$ cat src/rtl/if_stage_pkg.sv
// ============================================================================
// Module  : if_stage_pkg
// Purpose : Shared types and constants for the instruction-fetch stage:
//           reset PC, NOP encoding, FSM state encoding and the buffer entry
//           layout used between if_stage and if_inst_buf.
// Ports   : none (package)
// Rev     : 1.0  initial release
// ============================================================================
`default_nettype none

package if_stage_pkg;

  localparam logic [63:0] PC_START_DEFAULT = 64'h0000_0000_8000_0000;
  localparam logic [31:0] INST_NOP         = 32'h0000_0013;

  typedef enum logic [1:0] {
    IF_REQ  = 2'd0,
    IF_WAIT = 2'd1,
    IF_DROP = 2'd2
  } if_state_e;

  typedef struct packed {
    logic [63:0] pc;
    logic [31:0] inst;
  } if_entry_t;

endpackage

`default_nettype wire

$ cat src/rtl/if_inst_buf.sv
// ============================================================================
// Module  : if_inst_buf
// Purpose : DEPTH-entry FIFO of {pc, inst} sitting between instruction
//           memory responses and id_stage.
// Ports   : clk, rst       clock, asynchronous active-high reset
//           flush_i        drop all entries (wins over push/pop)
//           push_i         write push_entry_i at the tail
//           push_entry_i   entry to write
//           pop_i          retire the head entry
//           head_o         head entry (only meaningful when !empty_o)
//           count_o        number of valid entries
//           empty_o/full_o occupancy flags
// Rev     : 1.0  initial release
// ============================================================================
`default_nettype none

module if_inst_buf
  import if_stage_pkg::*;
#(
  parameter int DEPTH = 2,
  parameter int CNT_W = $clog2(DEPTH) + 1
) (
  input  logic             clk,
  input  logic             rst,
  input  logic             flush_i,
  input  logic             push_i,
  input  if_entry_t        push_entry_i,
  input  logic             pop_i,
  output if_entry_t        head_o,
  output logic [CNT_W-1:0] count_o,
  output logic             empty_o,
  output logic             full_o
);

  localparam int               PTR_W  = $clog2(DEPTH);
  localparam logic [CNT_W-1:0] FULL_C = CNT_W'(DEPTH);

  if_entry_t        mem_q [DEPTH];
  logic [PTR_W-1:0] wr_ptr_q;
  logic [PTR_W-1:0] rd_ptr_q;
  logic [CNT_W-1:0] count_q;
  logic             push_ok;
  logic             pop_ok;

  assign empty_o = (count_q == '0);
  assign full_o  = (count_q == FULL_C);
  assign count_o = count_q;
  assign head_o  = mem_q[rd_ptr_q];

  // Guards make the FIFO robust even if a caller violates occupancy.
  assign push_ok = push_i && !full_o;
  assign pop_ok  = pop_i && !empty_o;

  // Storage needs no reset: the head is only observed while count is non-zero.
  always_ff @(posedge clk) begin
    if (push_ok && !flush_i) begin
      mem_q[wr_ptr_q] <= push_entry_i;
    end
  end

  // Power-of-two depth lets the pointers wrap naturally.
  always_ff @(posedge clk or posedge rst) begin
    if (rst) begin
      wr_ptr_q <= '0;
      rd_ptr_q <= '0;
      count_q  <= '0;
    end else if (flush_i) begin
      wr_ptr_q <= '0;
      rd_ptr_q <= '0;
      count_q  <= '0;
    end else begin
      if (push_ok) wr_ptr_q <= wr_ptr_q + PTR_W'(1);
      if (pop_ok)  rd_ptr_q <= rd_ptr_q + PTR_W'(1);
      case ({push_ok, pop_ok})
        2'b10:   count_q <= count_q + CNT_W'(1);
        2'b01:   count_q <= count_q - CNT_W'(1);
        default: count_q <= count_q;
      endcase
    end
  end

endmodule

`default_nettype wire

$ cat src/rtl/if_stage.sv
// ============================================================================
// Module  : if_stage
// Purpose : Instruction-fetch stage. Holds the PC, issues one fetch at a time
//           to instruction memory and buffers responses for id_stage.
//           Redirects reload the PC, flush the buffer and discard any stale
//           response still in flight.
// Ports   : clk, rst            clock, asynchronous active-high reset
//           redirect_valid_i    load redirect_pc_i (bits [1:0] forced to 0)
//           redirect_pc_i       redirect target
//           imem_req_valid_o    fetch request valid
//           imem_req_ready_i    memory accepts the request
//           imem_req_addr_o     fetch address (current PC)
//           imem_resp_valid_i   fetch data valid
//           imem_resp_data_i    fetched instruction word
//           inst_valid_o        buffer head valid toward id_stage
//           inst_ready_i        id_stage consumes the head
//           inst_o              head instruction, NOP when not valid
//           inst_pc_o           head PC, 0 when not valid
// Rev     : 1.0  initial release
// ============================================================================
`default_nettype none

module if_stage
  import if_stage_pkg::*;
#(
  parameter logic [63:0] PC_START  = PC_START_DEFAULT,
  parameter int          BUF_DEPTH = 2
) (
  input  logic        clk,
  input  logic        rst,
  input  logic        redirect_valid_i,
  input  logic [63:0] redirect_pc_i,
  output logic        imem_req_valid_o,
  input  logic        imem_req_ready_i,
  output logic [63:0] imem_req_addr_o,
  input  logic        imem_resp_valid_i,
  input  logic [31:0] imem_resp_data_i,
  output logic        inst_valid_o,
  input  logic        inst_ready_i,
  output logic [31:0] inst_o,
  output logic [63:0] inst_pc_o
);

  localparam int             CNT_W   = $clog2(BUF_DEPTH) + 1;
  localparam logic [CNT_W:0] DEPTH_C = (CNT_W + 1)'(BUF_DEPTH);

  if_state_e        state_q, state_d;
  logic [63:0]      pc_q, pc_d;
  logic [63:0]      req_pc_q, req_pc_d;

  logic             buf_push;
  logic             buf_pop;
  logic             buf_empty;
  logic             buf_full;
  logic [CNT_W-1:0] buf_count;
  if_entry_t        buf_head;
  if_entry_t        push_entry;

  logic             accept;
  logic             outstanding;
  logic [CNT_W:0]   inflight;

  // Credit: a request is only issued when a buffer slot is guaranteed for
  // its response, counting entries held plus the request in flight.
  assign outstanding      = (state_q == IF_WAIT);
  assign inflight         = {1'b0, buf_count} + {{CNT_W{1'b0}}, outstanding};
  assign imem_req_valid_o = !rst && (state_q == IF_REQ) && !buf_full && (inflight < DEPTH_C);
  assign imem_req_addr_o  = pc_q;
  assign accept           = imem_req_valid_o && imem_req_ready_i;

  assign push_entry.pc    = req_pc_q;
  assign push_entry.inst  = imem_resp_data_i;

  assign inst_valid_o     = !buf_empty;
  assign buf_pop          = inst_valid_o && inst_ready_i;
  assign inst_o           = inst_valid_o ? buf_head.inst : INST_NOP;
  assign inst_pc_o        = inst_valid_o ? buf_head.pc   : 64'd0;

  always_ff @(posedge clk or posedge rst) begin
    if (rst) begin
      state_q  <= IF_REQ;
      pc_q     <= PC_START;
      req_pc_q <= 64'd0;
    end else begin
      state_q  <= state_d;
      pc_q     <= pc_d;
      req_pc_q <= req_pc_d;
    end
  end

  always_comb begin
    state_d  = state_q;
    pc_d     = pc_q;
    req_pc_d = req_pc_q;
    buf_push = 1'b0;

    case (state_q)
      IF_REQ: begin
        if (accept) begin
          state_d  = IF_WAIT;
          req_pc_d = pc_q;
          pc_d     = pc_q + 64'd4;
        end
      end
      IF_WAIT: begin
        if (imem_resp_valid_i) begin
          state_d  = IF_REQ;
          buf_push = 1'b1;
        end
      end
      IF_DROP: begin
        if (imem_resp_valid_i) begin
          state_d = IF_REQ;
        end
      end
      default: state_d = IF_REQ;
    endcase

    // Redirect overrides everything: any request already accepted becomes
    // stale, and a response landing in this cycle belongs to the old path.
    if (redirect_valid_i) begin
      pc_d     = redirect_pc_i & ~64'd3;
      buf_push = 1'b0;
      case (state_q)
        IF_REQ:  state_d = accept ? IF_DROP : IF_REQ;
        IF_WAIT: state_d = imem_resp_valid_i ? IF_REQ : IF_DROP;
        IF_DROP: state_d = imem_resp_valid_i ? IF_REQ : IF_DROP;
        default: state_d = IF_REQ;
      endcase
    end
  end

  if_inst_buf #(
    .DEPTH (BUF_DEPTH)
  ) u_buf (
    .clk          (clk),
    .rst          (rst),
    .flush_i      (redirect_valid_i),
    .push_i       (buf_push),
    .push_entry_i (push_entry),
    .pop_i        (buf_pop),
    .head_o       (buf_head),
    .count_o      (buf_count),
    .empty_o      (buf_empty),
    .full_o       (buf_full)
  );

endmodule

`default_nettype wire
$ cat config.mk
export PLATFORM = sky130hd
export DESIGN_NAME = if_stage
export DESIGN_NICKNAME = d
export VERILOG_FILES = /design/src/rtl/if_stage_pkg.sv /design/src/rtl/if_inst_buf.sv /design/src/rtl/if_stage.sv
export SDC_FILE = /design/constraint.sdc
export NUM_CORES = 1
export LEC_CHECK = 0
export BUFFER_PORTS_ARGS = -buffer_cell sky130_fd_sc_hd__buf_2
export CORE_MARGIN = 5
export CORE_UTILIZATION = 55
export CTS_CLUSTER_DIAMETER = 200
export DETAILED_ROUTE_END_ITERATION = 10
export MAX_ROUTING_LAYER = met4
export PLACE_DENSITY = 0.8
export SLEW_MARGIN = 10
export SYNTH_ARGS = -nofsm -noshare
export SYNTH_HDL_FRONTEND = slang
export SYNTH_SLANG_ARGS = --single-unit
$ cat constraint.sdc
create_clock -name clk -period 12 [get_ports clk]
set_input_delay 1.8 -clock clk [delete_from_list [all_inputs] [get_ports clk]]
set_output_delay 1.8 -clock clk [all_outputs]
set_load 0.005 [all_outputs]
-- Yosys cells after proc, flatten, opt, wreduce, memory -nomap -nowiden
Memories as Yosys holds them, arrays and structs flattened.
Index checks and enable logic that the tools add are counted.
- register bits after elaboration: 134
- bits in writable memories: 192
- logic and storage cells: 67
- memories kept: 1
- add/subtract/negate cells: 6
- magnitude comparators: 1
- equal/unequal tests: 7
- muxes and demuxes: 23
- reduce and logical (&&, ||, !) cells: 23
- memories (name ; depth ; bits a word ; rd ports ; clocked after Yosys merged registers in ; wr ports ; RTL line ; text):
    u_buf.mem_q ; 2 ; 96 ; 1 ; 0 ; 1 ; if_inst_buf.sv:38 ; if_entry_t mem_q [DEPTH];
- operators by type and width (kind ; count):
    64-bit two-way mux ; 4
    64-bit by 3-bit adder with 64-bit output (second input constant) ; 1
    32-bit two-way mux ; 1
    2-bit two-way mux ; 6
    2-bit one-hot mux with 2 select lines ; 3
    1-bit two-way mux ; 9
    1-bit logical AND ; 8
    2-bit nonzero test ; 4
    2-bit == test (second input constant) ; 3
    2-bit AND reduction ; 3
    2-bit by 1-bit == test with 1-bit output (second input constant) ; 2
    1-bit logical NOT ; 4
    2-bit logical NOT ; 2
    2-bit by 1-bit adder with 3-bit output ; 1
    3-bit by 2-bit < comparator with 1-bit output (second input constant) ; 1
    3-bit by 1-bit inequality test with 1-bit output (second input constant) ; 1
    3-bit inequality test (second input constant) ; 1
    3-bit nonzero test ; 1
    1-bit adder (second input constant) ; 2
    2-bit by 1-bit adder with 2-bit output (second input constant) ; 1
    2-bit OR reduction ; 1
    2-bit by 1-bit subtractor with 2-bit output (second input constant) ; 1

-- Logic depth before layout (Yosys ltp)
Gate-level depths: netlist of run 1.
- word-level depth: 8
- gate-level depth with buffers: 10
- depth with buffers taken out: 8

-- Hierarchy
A second synthesis of run 1 with hierarchy kept.
- cell total of the unflattened synthesis: 1154
- area, all modules: 14009.7 sq um
- modules (own cells, without submodules) (module ; times used ; cells an instance ; area an instance (sq um) ; seq. area each (sq um)):
    if_inst_buf ; 1 ; 326 ; 7163.1 ; 5865.6
    if_stage ; 1 ; 828 ; 6846.6 ; 3154.3

-- Worst setup path before layout of run 1
Ideal clock, no wire load.
- kind: input -> register
- start point: input port imem_resp_valid_i
- end point: memory u_buf.mem_q[1][0] in the netlist's numbering (enable)
- library setup time: 681 ps
- arrival time: 9065 ps
- data required time: 11319 ps
- path slack: 2254 ps
- stages: 3
- buffers on the path: 0
- path through: nand2_1 > or2_2 > nor3b_1
- word-level cells in the longest chain between the ends: 7
- RTL lines (item ; RTL line ; text):
    from (decl) ; if_stage.sv:36 ; input logic imem_resp_valid_i,
    1-bit two-way mux ; if_stage.sv:106 ; if (imem_resp_valid_i) begin
    1-bit two-way mux ; if_stage.sv:97 ; case (state_q)
    1-bit two-way mux ; if_stage.sv:121 ; if (redirect_valid_i) begin
    1-bit logical AND ; if_inst_buf.sv:51 ; assign push_ok = push_i && !full_o;
    1-bit logical AND ; if_inst_buf.sv:56 ; if (push_ok && !flush_i) begin
    1-bit two-way mux ; if_inst_buf.sv:56 ;
    1-bit two-way mux (implied by the code) ; if_inst_buf.sv:57 ; mem_q[wr_ptr_q] <= push_entry_i;
    to (decl) ; if_inst_buf.sv:38 ;
Every way passes these cells.

-- Worst setup path after layout of run 1
- start point: register u_buf.rd_ptr_q
- end point: output port inst_pc_o[37]
- word-level cells in the longest chain between the ends: 2
- RTL lines (item ; RTL line ; text):
    from (decl) ; if_inst_buf.sv:40 ; logic [PTR_W-1:0] rd_ptr_q;
    from (signal assigned) ; if_inst_buf.sv:73 ; if (pop_ok) rd_ptr_q <= rd_ptr_q + PTR_W'(1);
    memory read 2 x 96 bit ; n/a ;
    64-bit two-way mux ; if_stage.sv:77 ; assign inst_pc_o = inst_valid_o ? buf_head.pc : 64'd0;
    to (decl) ; if_stage.sv:41 ; output logic [63:0] inst_pc_o
Every way passes these cells.

==> impl_metrics.py, run 1 <==
metrics = {
    "global_route": {
        "grt_pass1_wl_um": 47900,
        "use_met2": 0.374,
        "gr-total-overflow": 0,
        "grtUsageMet1": 0.295,
        "grt_busiest_layer": "met2",
        "grt_antenna_before_repair": 5,
        "grt_usage": 0.228,
        "grt_pass1_vias": 9119,
        "grt_max_degree": 94,
        "grt_util_met3": 0.0501,
    },
    "run_status": {
        "status": "completed",
    },
    "sta": {
        "period_minus_slack_ps": 4780,
        "tightest_slew_ps": 1050,
        "finalSetupViolCount": 0,
        "fmax_ghz": 0.209,
        "hold_viol_final": 0,
        "drv_slew": 0,
        "timing.final.ws_setup_ps": 7220,
        "tns_ps": 0,
        "clock_skew_ps": 12.0,
        "rsz0062_at_grt": "no",
        "fin_crit_sh": 0.398,
        "slew_headroom": 0.298,
    },
    "clocking": {
        "cts.sinks": 318,
        "cts_made_buffers": 31,
        "hold_buffers": 0,
        "cts-root-buf": "clkbuf_16",
        "post_cts_buffers": 0,
        "cts_resized": 0,
        "clk_path_buf_depth": 3,
        "htreeDepth": 1,
        "clock_latency_ps": 550,
        "cts_tree": "done",
        "cts.clk_slew.worst_paths_ps": 60,
    },
    "worst_setup_path": {
        "crit_chain": "buf_4 -> mux2i_1 -> nor2_1 -> buf_2",
        "path_class": "reg2out",
        "max_stage_delay_ps": 950,
        "r2r_cells": 8,
        "worst_setup_path_end_kind": "output port",
        "critPathTopFamily": "buffers and inverters",
        "worstPathMaxFanout": 50,
        "critPathLaunchType": "register",
        "required_ps": 10200,
        "worst-path-stages": 4,
        "crit_slowest_cell": "dfrtp_4",
        "critPathBufInv": 2,
        "cp.arrival_ps": 2980,
        "r2r_slack_ps": 8980,
    },
    "floorplanning": {
        "fp.dieArea_sq_um": 27400,
        "io_pins": 264,
        "fp.coreArea_sq_um": 24100,
        "fp.dieW_um": 166,
        "start_util": 0.552,
        "num_rows": 57,
        "die_h_um": 166,
    },
    "route": {
        "wire_per_inst_um": 18.2,
        "drtIter0Drc": 500,
        "totalWireLength_um": 30900,
        "drt-pass1-iter-count": 5,
        "viasPerCell": 5.34,
        "drtAntennaViolNets": 0,
        "vias": 9082,
        "drc": 0,
    },
    "min_path": {
        "hp-class": "reg2reg",
        "worstHoldPathCells": 0,
    },
    "yosys": {
        "yosysMostFrequentCell": "nand2_1",
        "netlist_area_sq_um": 13300,
        "synth-edff-count": 188,
        "synth-seq-cells": 318,
        "ys.flop_type": "edfxtp_1",
        "synth_commonest_cells": "nand2_1 (260), edfxtp_1 (188), dfrtp_1 (129), nor2_1 (103), mux2i_1 (95)",
        "yosysTopAreaCell": "edfxtp_1",
        "syn_avg_cell_area_sq_um": 12.1,
        "syn_inst": 1098,
        "ys_types": 52,
        "postSynth.asyncResetShare": 0.409,
        "synth-seq-area-share": 0.669,
        "synth_area_leaders": "edfxtp_1 (42%), dfrtp_1 (24%), nand2_1 (7.3%), mux2i_1 (7.1%), nor2_1 (2.9%)",
        "yosys_warnings": 0,
        "synth_top_area_frac": 0.424,
    },
    "cells_and_area": {
        "fin_util": 0.660,
        "final_nets": 1451,
        "area_growth_syn_to_layout_pct": 19.5,
        "drive_gt1_frac": 0.257,
    },
    "flow_run": {
        "maxCapViolCount": 0,
    },
    "power_and_ir_drop": {
        "p_leak_uw": 0.00661,
        "power_density_nw_per_um2": 162,
        "ir_drop_v": 0.000118,
        "finalPower_uw": 2580,
    },
    "placed_design": {
        "gp_congestion": 0.830,
        "dp_hpwl_um": 20100,
        "port_buffers": 257,
        "preCtsSetupSlack_ps": 7310,
    },
}
-- final timing paths --
path | from | endpoint
min in group asynchronous | rst | req_pc_q[16]
max in group asynchronous | rst | u_buf.rd_ptr_q
setup / recovery | u_buf.rd_ptr_q | inst_pc_o[37]
hold reg to reg | req_pc_q[61] | u_buf.mem_q[0][93]
hold / removal | req_pc_q[61] | u_buf.mem_q[0][93]
setup reg to reg | state_q[1] | imem_req_addr_o[61]
-- logic make-up (layout without fill, tap and decap cells) --
| logic type | after synthesis | count (layout) | synth area share |
|---|---|---|---|
| AO/OA/AOI/OAI | 74 | 74 | 0.0299 |
| adder cells (fa/ha/maj) | 4 | 4 | 0.00376 |
| multiplexers | 100 | 100 | 0.0757 |
| buffers and inverters | 69 | 337 | 0.0229 |
| XOR/XNOR | 62 | 62 | 0.0408 |
| AND/OR/NAND/NOR | 470 | 470 | 0.158 |
| flip-flops | 318 | 318 | 0.669 |
| other | 1 | 12 | 0.000282 |
-- power by group --
group | leakage [uW] | internal, uW | switching (uW)
combinational | 0.00280 | 97.3 | 140
clock | 0.000497 | 550 | 397
sequential | 0.00332 | 1300 | 92.3
-- flip-flops by register name, indices dropped and copies added (netlist names) --
register / flops
req_pc_q: 62
u_buf.mem_q: 188
state_q: 2
u_buf.rd_ptr_q: 1
u_buf.wr_ptr_q: 1
imem_req_addr_o: 62
u_buf.count_o: 2
-- cell type report --
| cell class | instances | area (sq um) |
|---|---|---|
| multi-input combinational | 714 | 4140 |
| sequential | 318 | 8900 |
| timing repair buffer | 270 | 1390 |
| antenna | 8 | 20.0 |
| clock inverter | 19 | 175 |
| inverter | 10 | 42.5 |
| fill | 1814 | 8210 |
| tap | 324 | 405 |
| clock buffer | 38 | 822 |
-- metal layers --
| layer | vias to the layer above | share of wire |
|---|---|---|
| met5 | - | 0 |
| met4 | 0 | 0.018 |
| met3 | 53 | 0.088 |
| met2 | 326 | 0.48 |
| met1 | 4396 | 0.41 |
| li1 | 4307 | - |
-- cell usage in the layout (no fill, tap or decap), drive strengths merged, types with 3 or more instances in the layout --
master,synthesis,routed
diode,0,8
dfrtp,129,129
nor2b,3,3
and2,8,8
buf,18,270
clkbuf,41,38
a21oi,3,3
xor2,38,38
nor3,11,11
ha,4,4
edfxtp,188,188
inv,10,11
mux2i,95,95
o21ai,62,62
and4,12,12
nor2,103,103
nand3,22,22
nand2,260,260
clkinv,0,15
bufinv,0,3
nand4,22,22
and3,10,10
xnor2,24,24
conb,1,4
mux2,5,5
nor4,8,8
-- worst register-to-register path, delay by kind of cell (launching register included) --
family / cells / cell delay (ps)
multiplexers: 1 / 260
adder cells (fa/ha/maj): 1 / 240
AND/OR/NAND/NOR: 4 / 1780
flip-flops: 1 / 380
buffers and inverters: 1 / 100
XOR/XNOR: 1 / 140
-- metrics by stage --
stage          cell area, sq um  hold WS, ps  cells
6_report                  15900          467   1701
3_5_place_dp              14900          452   1636
4_1_cts                   15900          468   1693
5_1_grt                   15900          478   1698
3_3_place_gp              14900          448   1636
2_1_floorplan             13300          442   1101
No activity file was read; power rests on OpenSTA's default activity.
==> run 2: changes to the inputs <==
--- a/config.mk
+++ b/config.mk
@@ -7,11 +7,11 @@
 export LEC_CHECK = 0
 export BUFFER_PORTS_ARGS = -buffer_cell sky130_fd_sc_hd__buf_2
 export CORE_MARGIN = 5
-export CORE_UTILIZATION = 55
+export CORE_UTILIZATION = 50
 export CTS_CLUSTER_DIAMETER = 200
 export DETAILED_ROUTE_END_ITERATION = 10
 export MAX_ROUTING_LAYER = met4
-export PLACE_DENSITY = 0.8
+export PLACE_DENSITY = 0.76
 export SLEW_MARGIN = 10
 export SYNTH_ARGS = -nofsm -noshare
 export SYNTH_HDL_FRONTEND = slang
==> constraint.sdc (replaced) <==
create_clock -name clk -period 4.2 [get_ports clk]
set_input_delay 0.63 -clock clk [delete_from_list [all_inputs] [get_ports clk]]
set_output_delay 0.63 -clock clk [all_outputs]
set_load 0.005 [all_outputs]
==> impl_metrics.py, run 2 (synthesized netlist as in run 1, its figures left out) <==
metrics = {
    "power_and_ir_drop": {
        "ir_drop_v": 0.000270,
        "p_leak_uw": 0.00669,
        "power_density_nw_per_um2": 475,
        "finalPower_uw": 7640,
        "p_int_uw": 5830,
        "power_frac_seq": 0.522,
        "comb_power_share": 0.089,
        "power.share.clock": 0.389,
        "netSwitchingPower_uw": 1810,
        "netSwitchingFraction": 0.236,
    },
    "floorplanning": {
        "die_h_um": 173,
        "fp.dieArea_sq_um": 30000,
        "fp.coreArea_sq_um": 26100,
        "start_util": 0.509,
        "io_pins": 264,
        "fp.dieW_um": 173,
        "num_rows": 59,
    },
    "route": {
        "vias": 9096,
        "viasPerCell": 5.30,
        "totalWireLength_um": 31300,
        "drtIter0Drc": 592,
        "drc": 0,
        "wire_per_inst_um": 18.3,
        "drt-pass1-iter-count": 5,
        "drtAntennaViolNets": 0,
    },
    "global_route": {
        "grt_usage": 0.212,
        "grt_pass1_vias": 9285,
        "grt_antenna_before_repair": 2,
        "grt_max_degree": 95,
        "grt_pass1_wl_um": 50000,
        "gr-total-overflow": 0,
    },
    "worst_setup_path": {
        "cp.arrival_ps": 2400,
        "max_stage_delay_ps": 940,
        "worst_setup_path_end_kind": "output port",
        "r2r_cells": 8,
        "worst-path-stages": 4,
        "r2r_slack_ps": 1250,
        "crit_slowest_cell": "dfrtp_4",
        "crit_chain": "buf_4 -> mux2i_1 -> nor2_1 -> buf_2",
        "path_class": "reg2out",
        "critPathTopFamily": "flip-flops",
        "worstPathMaxFanout": 43,
        "required_ps": 3570,
        "critPathBufInv": 2,
        "critPathLaunchType": "register",
    },
    "sta": {
        "drv_slew": 0,
        "period_minus_slack_ps": 3030,
        "rsz0062_at_grt": "no",
        "hold_viol_final": 0,
        "fmax_ghz": 0.330,
        "clock_skew_ps": 12.6,
        "timing.final.ws_setup_ps": 1170,
        "tns_ps": 0,
        "fin_crit_sh": 0.722,
        "finalSetupViolCount": 0,
        "slew_headroom": 0.387,
        "tightest_slew_ps": 920,
    },
    "placed_design": {
        "port_buffers": 257,
        "dp_hpwl_um": 21100,
        "gp_congestion": 0.826,
        "preCtsSetupSlack_ps": 1200,
        "dp.cells": 1651,
    },
    "clocking": {
        "cts-root-buf": "clkbuf_16",
        "cts_tree": "done",
        "cts.clk_slew.worst_paths_ps": 60,
        "cts.sinks": 318,
        "hold_buffers": 0,
        "cts_made_buffers": 34,
        "clk_path_buf_depth": 3,
        "clock_latency_ps": 500,
        "htreeDepth": 2,
        "post_cts_buffers": 0,
        "cts_resized": 0,
    },
    "run_status": {
        "status": "completed",
    },
    "cells_and_area": {
        "top_register": "u_buf.mem_q",
        "fin_util": 0.616,
        "largest_reg_flops": 188,
        "final_common_cell": "nand2_1",
        "drive_gt1_frac": 0.258,
        "final_nets": 1458,
        "n_fill_cell": 2140,
        "area_growth_syn_to_layout_pct": 20.9,
        "layout_common_cells": "nand2_1 (259), buf_2 (256), edfxtp_1 (188), dfrtp_1 (128), nor2_1 (102)",
        "finalNonFillerCells": 1715,
    },
    "min_path": {
        "worstHoldPathCells": 1,
        "hp-class": "in2reg",
    },
    "flow_run": {
        "maxCapViolCount": 0,
    },
}
run 2: changes by cell type in the layout (fill, tap and decap cells not counted), moves of 4 or more:
cell and change:
clkbuf_1 +5, clkbuf_16 +6, clkinv_2 -4, diode_2 -6
run 2: area by class of cell:
cell class,count,area (sq um),area share
clock buffer,49,991,0.0616
clock inverter,13,136,0.00847
tap,335,419,0.0260
timing repair buffer,274,1440,0.0896
sequential,318,8900,0.553
inverter,10,41.3,0.00257
multi-input combinational,714,4160,0.258
antenna,2,5.00,0.000311
run 2: metal layers:
layer  part of all wire  global-route usage  wire length [um]  vias up
met5                  0                   -                 0        -
met4              0.017              0.0486               525        0
met3              0.071              0.0415              2210       40
met2               0.48               0.335             14900      328
met1               0.44               0.288             13700     4412
li1                   -                   -                 -     4316
run 2: final timing paths:
path / from / to
setup / recovery: u_buf.rd_ptr_q / inst_pc_o[32]
setup reg to reg: state_q[1] / imem_req_addr_o[61]
min in group asynchronous: rst / req_pc_q[16]
hold reg to reg: req_pc_q[59] / u_buf.mem_q[1][91]
max in group asynchronous: rst / u_buf.rd_ptr_q
hold / removal: imem_resp_data_i[3] / u_buf.mem_q[0][3]
run 2: through the flow:
stage	area (sq um)	hold WS (ps)
final	16100	319
after global placement	15000	447
after floorplan	13300	442
after global routing	16100	297
after detailed placement	15000	455
after CTS	16100	295
run 2: power groups by stage:
stage	logic [uW]	clock network, uW	registers, uW
after floorplan	435	0	3970
after global placement	662	0	4010
after detailed placement	689	0	4040
after CTS	696	3040	3980
after global routing	788	3180	4030
final	683	2970	3980
run 2: worst reg2reg max path, delay by kind of cell (launching register included):
family                   cells  cell delay (ps)
AND/OR/NAND/NOR              4             1710
flip-flops                   1              370
multiplexers                 1              260
adder cells (fa/ha/maj)      1              250
XOR/XNOR                     1              140
buffers and inverters        1              100
